## config.mk

```make
export PLATFORM = sky130hd
export DESIGN_NAME = qpsk_header_sync_flat
export DESIGN_NICKNAME = d
export VERILOG_FILES = /design/src/rtl/sdr_pkg.sv /design/src/rtl/qpsk_header_sync_if.sv /design/src/rtl/header_correlator.sv /design/src/rtl/qpsk_header_sync.sv /design/src/flat_wrapper.sv
export SDC_FILE = /design/constraint.sdc
export NUM_CORES = 1
export LEC_CHECK = 0
export CAP_MARGIN = 20
export CORE_UTILIZATION = 55
export CTS_BUF_LIST = sky130_fd_sc_hd__clkbuf_2 sky130_fd_sc_hd__clkbuf_4 sky130_fd_sc_hd__clkbuf_8
export CTS_CLUSTER_DIAMETER = 40
export DETAILED_ROUTE_END_ITERATION = 8
export GPL_TIMING_DRIVEN = 0
export PLACE_DENSITY = 0.78
export SYNTH_ARGS = -nofsm -noshare
export SYNTH_HDL_FRONTEND = slang
export SYNTH_HIERARCHICAL = 1
export SYNTH_SLANG_ARGS = --single-unit
```

## constraint.sdc

```tcl
create_clock -name clk -period 11 [get_ports clk]
set_input_delay 2.2 -clock clk [delete_from_list [all_inputs] [get_ports clk]]
set_output_delay 2.2 -clock clk [all_outputs]
set_load 0.05 [all_outputs]
```

## src/rtl/sdr_pkg.sv

```systemverilog
// Shared SDR definitions: header defaults, sample width, sync FSM states and the hard slicer.
// Also used by the TX header inserter, so keep the defaults in step with it.
package sdr_pkg;

   localparam int unsigned SAMPLE_W        = 12;
   localparam int unsigned HDR_LEN_DEF     = 16;
   localparam logic [31:0] HDR_PATTERN_DEF = 32'hF0C3_A55A;
   localparam int unsigned PAYLOAD_LEN_DEF = 256;

   typedef enum logic {
      StSearch,
      StPayload
   } sync_state_e;

   // Hard decision per rail: sign bit, so 0 maps to bit 0. Result is {I, Q}.
   function automatic logic [1:0] slice_sym(input logic [SAMPLE_W-1:0] i,
                                            input logic [SAMPLE_W-1:0] q);
      return {i[SAMPLE_W-1], q[SAMPLE_W-1]};
   endfunction

endpackage

```

## src/rtl/qpsk_header_sync_if.sv

```systemverilog
// Sample-in / symbol-out stream bundle for qpsk_header_sync.
// The slave modport is the sync block's view; master is the source/sink side.
interface qpsk_header_sync_if;
   import sdr_pkg::*;

   logic                in_valid;
   logic [SAMPLE_W-1:0] in_i;
   logic [SAMPLE_W-1:0] in_q;
   logic                in_ready;
   logic                out_valid;
   logic                out_i;
   logic                out_q;
   logic                out_last;
   logic                out_ready;
   logic                locked;

   modport slave (
      input  in_valid, in_i, in_q, out_ready,
      output in_ready, out_valid, out_i, out_q, out_last, locked
   );

   modport master (
      output in_valid, in_i, in_q, out_ready,
      input  in_ready, out_valid, out_i, out_q, out_last, locked
   );

endinterface

```

## src/rtl/header_correlator.sv

```systemverilog
// Header history, fill counter and symbol-mismatch counter for the QPSK header search.
// Define QPSK_SYNC_SOFT_MATCH_EN to accept up to MAX_ERR mismatched symbols.
module header_correlator
   import sdr_pkg::*;
#(
   parameter int unsigned          HDR_LEN     = HDR_LEN_DEF,
   parameter logic [2*HDR_LEN-1:0] HDR_PATTERN = HDR_PATTERN_DEF,
   parameter int unsigned          MAX_ERR     = 1
) (
   input  logic       clk,
   input  logic       rst,
   input  logic       clear,
   input  logic       shift,
   input  logic [1:0] sym,
   output logic       match
);

   localparam int unsigned HistW = 2 * HDR_LEN;
   localparam int unsigned FillW = $clog2(HDR_LEN + 1);

`ifdef QPSK_SYNC_SOFT_MATCH_EN
   localparam int unsigned ErrLimit = MAX_ERR;
`else
   // Exact match: the tolerance is forced to zero whatever MAX_ERR says.
   localparam int unsigned ErrLimit = MAX_ERR * 0;
`endif

   logic [HistW-1:0] hist_q, hist_d;
   logic [FillW-1:0] fill_q, fill_d;
   int unsigned      err_cnt;

   // Newest symbol enters at the top, so after HDR_LEN shifts symbol 0 sits in [1:0].
   always_comb begin
      hist_d = hist_q;
      fill_d = fill_q;
      if (clear) begin
         hist_d = '0;
         fill_d = '0;
      end else if (shift) begin
         hist_d = {sym, hist_q[HistW-1:2]};
         if (fill_q != FillW'(HDR_LEN)) begin
            fill_d = fill_q + 1'b1;
         end
      end
   end

   always_comb begin
      err_cnt = 0;
      for (int k = 0; k < int'(HDR_LEN); k++) begin
         if (hist_d[2*k +: 2] != HDR_PATTERN[2*k +: 2]) begin
            err_cnt = err_cnt + 1;
         end
      end
   end

   // The symbol being accepted this cycle counts toward both fill and comparison.
   assign match = shift && !clear && (fill_q >= FillW'(HDR_LEN - 1)) && (err_cnt <= ErrLimit);

   always_ff @(posedge clk or posedge rst) begin
      if (rst) begin
         hist_q <= '0;
         fill_q <= '0;
      end else begin
         hist_q <= hist_d;
         fill_q <= fill_d;
      end
   end

endmodule

```

## src/rtl/qpsk_header_sync.sv

```systemverilog
// QPSK frame sync: hunt for the header, then slice PAYLOAD_LEN symbols onto a registered stream.
// Define QPSK_SYNC_SOFT_MATCH_EN to enable the MAX_ERR-tolerant header match.
module qpsk_header_sync
   import sdr_pkg::*;
#(
   parameter int unsigned          HDR_LEN     = HDR_LEN_DEF,
   parameter logic [2*HDR_LEN-1:0] HDR_PATTERN = HDR_PATTERN_DEF,
   parameter int unsigned          PAYLOAD_LEN = PAYLOAD_LEN_DEF,
   parameter int unsigned          MAX_ERR     = 1
) (
   input logic                clk,
   input logic                rst,
   qpsk_header_sync_if.slave  bus
);

   localparam logic [15:0] LastIdx = 16'(PAYLOAD_LEN - 1);

   sync_state_e state_q, state_d;
   logic [15:0] cnt_q, cnt_d;
   logic        out_valid_q, out_valid_d;
   logic [1:0]  out_sym_q, out_sym_d;
   logic        out_last_q, out_last_d;
   logic        in_ready, accept, match, corr_shift, corr_clear;
   logic [1:0]  sym;

   header_correlator #(
      .HDR_LEN     (HDR_LEN),
      .HDR_PATTERN (HDR_PATTERN),
      .MAX_ERR     (MAX_ERR)
   ) u_corr (
      .clk   (clk),
      .rst   (rst),
      .clear (corr_clear),
      .shift (corr_shift),
      .sym   (sym),
      .match (match)
   );

   always_comb begin
      in_ready    = (state_q == StSearch) || !out_valid_q || bus.out_ready;
      accept      = bus.in_valid && in_ready;
      sym         = slice_sym(bus.in_i, bus.in_q);
      state_d     = state_q;
      cnt_d       = cnt_q;
      out_valid_d = out_valid_q;
      out_sym_d   = out_sym_q;
      out_last_d  = out_last_q;
      corr_shift  = 1'b0;
      corr_clear  = 1'b0;

      // The output register drains in either state; a new load below overrides the drop.
      if (out_valid_q && bus.out_ready) begin
         out_valid_d = 1'b0;
      end

      case (state_q)
         StSearch: begin
            corr_shift = accept;
            if (match) begin
               state_d = StPayload;
               cnt_d   = '0;
            end
         end
         StPayload: begin
            if (accept) begin
               out_valid_d = 1'b1;
               out_sym_d   = sym;
               out_last_d  = (cnt_q == LastIdx);
               cnt_d       = cnt_q + 16'd1;
               if (cnt_q == LastIdx) begin
                  state_d    = StSearch;
                  cnt_d      = '0;
                  corr_clear = 1'b1;
               end
            end
         end
         default: state_d = StSearch;
      endcase
   end

   always_ff @(posedge clk or posedge rst) begin
      if (rst) begin
         state_q     <= StSearch;
         cnt_q       <= '0;
         out_valid_q <= 1'b0;
         out_sym_q   <= '0;
         out_last_q  <= 1'b0;
      end else begin
         state_q     <= state_d;
         cnt_q       <= cnt_d;
         out_valid_q <= out_valid_d;
         out_sym_q   <= out_sym_d;
         out_last_q  <= out_last_d;
      end
   end

   assign bus.in_ready  = in_ready;
   assign bus.out_valid = out_valid_q;
   assign bus.out_i     = out_sym_q[1];
   assign bus.out_q     = out_sym_q[0];
   assign bus.out_last  = out_last_q;
   assign bus.locked    = (state_q == StPayload);

endmodule

```

## src/flat_wrapper.sv

```systemverilog
// flat-port wrapper written by rule: the top's interface ports become plain ports
module qpsk_header_sync_flat import sdr_pkg::*;
#(
   parameter int unsigned          HDR_LEN     = HDR_LEN_DEF,
   parameter logic [2*HDR_LEN-1:0] HDR_PATTERN = HDR_PATTERN_DEF,
   parameter int unsigned          PAYLOAD_LEN = PAYLOAD_LEN_DEF,
   parameter int unsigned          MAX_ERR     = 1
)
  (clk, rst, bus_in_valid, bus_in_i, bus_in_q, bus_out_ready, bus_in_ready, bus_out_valid, bus_out_i, bus_out_q, bus_out_last, bus_locked);
  qpsk_header_sync_if bus_i ();
  input logic clk;
  input logic rst;
  input wire logic [$bits(bus_i.in_valid)-1:0] bus_in_valid;
  input wire logic [$bits(bus_i.in_i)-1:0] bus_in_i;
  input wire logic [$bits(bus_i.in_q)-1:0] bus_in_q;
  input wire logic [$bits(bus_i.out_ready)-1:0] bus_out_ready;
  output wire logic [$bits(bus_i.in_ready)-1:0] bus_in_ready;
  output wire logic [$bits(bus_i.out_valid)-1:0] bus_out_valid;
  output wire logic [$bits(bus_i.out_i)-1:0] bus_out_i;
  output wire logic [$bits(bus_i.out_q)-1:0] bus_out_q;
  output wire logic [$bits(bus_i.out_last)-1:0] bus_out_last;
  output wire logic [$bits(bus_i.locked)-1:0] bus_locked;
  assign bus_i.in_valid = bus_in_valid;
  assign bus_i.in_i = bus_in_i;
  assign bus_i.in_q = bus_in_q;
  assign bus_i.out_ready = bus_out_ready;
  assign bus_in_ready = bus_i.in_ready;
  assign bus_out_valid = bus_i.out_valid;
  assign bus_out_i = bus_i.out_i;
  assign bus_out_q = bus_i.out_q;
  assign bus_out_last = bus_i.out_last;
  assign bus_locked = bus_i.locked;
  qpsk_header_sync #(.HDR_LEN(HDR_LEN), .HDR_PATTERN(HDR_PATTERN), .PAYLOAD_LEN(PAYLOAD_LEN), .MAX_ERR(MAX_ERR)) u_core (.clk(clk), .rst(rst), .bus(bus_i));
endmodule
```

==> out/qor.yml <==
critPathSlowestCell: "a221o_1"
layout_common_cells: "58 x dfrtp_1, 58 x buf_4, 57 x nor2_1"
drt_iter0_markers: 445
setup_viol: 0
dp_hpwl_um: 8660
hold_class: "flip-flop to flip-flop"
ys.flop_type: "dfrtp_1"
first_pass_iters: 4
yosys_warnings: 6
place_area_um2: 5640
final_cells: 755
path_max_fanout: 7
ctsRootBufferMaster: "clkbuf_8"
port_buffers: 11
start_util_pct: 58.1
synth_cell_type_count: 107
worst_r2r_startpoint: "u_core/cnt_q[0]$_DFFE_PP0P_"
routed_wl_um: 14000
relSlewSlack_pct: 31.7
endpoint_kind: "flip-flop"
dieWidth_um: 98.9
max_freq_mhz: 91.1
drv_slew: 0
synth_edf_count: 0
critPathRequiredTime_ps: 11230
drv_cap: 0
via_count: 4753
cts_max_level: 3
grt_pass1_wl_um: 21800
num_rows: 34
reg2reg_slack_ps: 850
diodes: 0
path_clk_slew_ps: 70
core-area_um2: 8890
vias_per_cell: 6.30
finalClockSkew_ps: 11.9
grt_pass1_vias: 4628
worst_path_dominant_cell_family: "adder cells"
crit_top_cell: "ha_4"
fin_crit_sh_pct: 99.8
layout-drive-gt1-share_pct: 33.2
grt_usage_pct: 27.8
crit_end: "u_core/cnt_q[12]$_DFFE_PP0P_"
critPathBufInv: 8
io_pins: 34
period_minus_slack_ps: 10980
dieHeight_um: 98.9
cp-start-kind: "primary input"
cts_max_path_buffers: 2
r2r_cells: 57
async_flop_share_pct: 100
place_congestion: 0.860
drc_errors: 0
ctsHoldBuffers: 0
syn_inst: 562
grt-ovfl-total: 0
area_delta_synth_final_pct: 29.8
crit_start: "bus_in_valid"
hold_violations: 0
die-area_um2: 9780
synth.cell_area_um2: 5160
drt-wirelength-per-cell_um: 18.5
final_cell_area_um2: 6700
dp_cells: 682
antenna_found_initial: 0
tightest_slew_ps: 1010
drtAntennaViolNets: 0
criticalPathCategory: "primary input to flip-flop"
cts_tree: "built"
utilization_pct: 75.4
rsz0062_at_grt: "true"
r2r-end: "u_core/cnt_q[12]$_DFFE_PP0P_"
cts_sinks: 58
ys_ff_latch: 58
status: "finished, final reports clean"
numCtsBuffers: 9
layout.nets: 689
syn_nets: 609
cp.depth: 56
grt_start_max_net_pins: 24
ys_seq_area_share_pct: 28.1
clk_latency_ps: 340
slowest_delay_ps: 370
avgSynthCellArea_um2: 9.19
arrival_ps: 11200
==> how the worst min path moves through the flow <==
stage                                      startpoint                           endpoint  cells past startpoint
floorplan           u_core/u_corr/hist_q[1]$_DFF_PP0_  u_core/u_corr/hist_q[1]$_DFF_PP0_                      2
global placement      u_core/out_sym_q[0]$_DFFE_PP0P_    u_core/out_sym_q[0]$_DFFE_PP0P_                      2
detailed placement    u_core/bus.out_last$_DFFE_PP0P_    u_core/bus.out_last$_DFFE_PP0P_                      1
CTS                   u_core/bus.out_last$_DFFE_PP0P_    u_core/bus.out_last$_DFFE_PP0P_                      1
global route          u_core/out_sym_q[0]$_DFFE_PP0P_    u_core/out_sym_q[0]$_DFFE_PP0P_                      2
finish                u_core/bus.out_last$_DFFE_PP0P_    u_core/bus.out_last$_DFFE_PP0P_                      1
==> worst register-to-register path: cells and delay by family, from the launching register on <==
family          cells  cell delay (ps)
compound gates     16             2480
fa+ha+maj          14             3700
simple gates       18             2260
flops               1              460
mux                 2              350
buf+inv             7              800
==> kinds of logic after synthesis <==
group | Yosys count | share of synthesized area, %
and+or+nand+nor | 238 | 26.4
AOI/OAI and AO/OA | 108 | 16.0
DFF | 58 | 28.1
xor gates and xnor gates | 49 | 12.3
buffers and inverters | 48 | 4.26
muxes | 39 | 7.71
adders and majority gates | 22 | 5.19
==> final cells by class <==
cell class / count / area [µm²]
Clock inverter: 5 / 77.6
Fill cell: 542 / 2190
Multi-Input combinational cell: 456 / 4050
Buffer: 16 / 138
Sequential cell: 58 / 1450
Clock buffer: 11 / 145
Tap cell: 108 / 135
Timing Repair Buffer: 72 / 599
Inverter: 29 / 109
==> repair_timing <==
action	CTS	global route
setup endpoints to repair	17	17
pin swaps	33	35
setup buffers	46	15
resized for setup	38	51
==> synth_stat cells, types with 5 or more instances <==
cell type  instances  share of area (%)
nor3b_1            5               0.73
dfrtp_1           58                 28
nand3_1           16                1.6
mux2i_1           36                7.0
xnor2_2            5                1.6
nand3b_1           5               0.73
xor2_1            11                1.9
o21ai_0            9               0.87
nand2b_1           7               0.85
a31oi_1           14                1.7
ha_1              19                4.6
and3_1             7               0.85
inv_1             29                2.1
xnor2_1           21                3.6
nand4_1            9                1.1
nor3_1            13                1.3
nor2b_1            7               0.85
nand2_1           46                3.3
a21oi_1           20                1.9
clkbuf_1           7               0.51
nor2_1            65                4.7
and2_1             8               0.97
==> per-stage QoR <==
step                hold slack, ps  setup TNS [ps]  worst slack, ps
floorplan                      497           -1680             -287
global placement               462          -25930            -1700
detailed placement             469          -31120            -2010
CTS                            485           -72.8            -42.7
global route                   512           -4480             -409
finish                         480               0             24.8
==> state kept, by name (all words and copies together), names as in the netlist <==
register / count
u_core/u_corr/fill_q: 5
u_core/out_sym_q: 2
u_core/bus.locked: 1
u_core/cnt_q: 16
u_core/bus.out_last: 1
u_core/bus.out_valid: 1
u_core/u_corr/hist_q: 32
==> per-layer routing <==
metal / share of wire [%] / global-route usage [%]
met5: 0 / 0
met4: 3.0 / 11.9
met3: 4.1 / 5.04
met2: 50 / 47.7
met1: 43 / 34.5
Power is left out: the tool's default activity adds up to more than one toggle a clock period on the data nets, which glitch-free logic cannot reach.
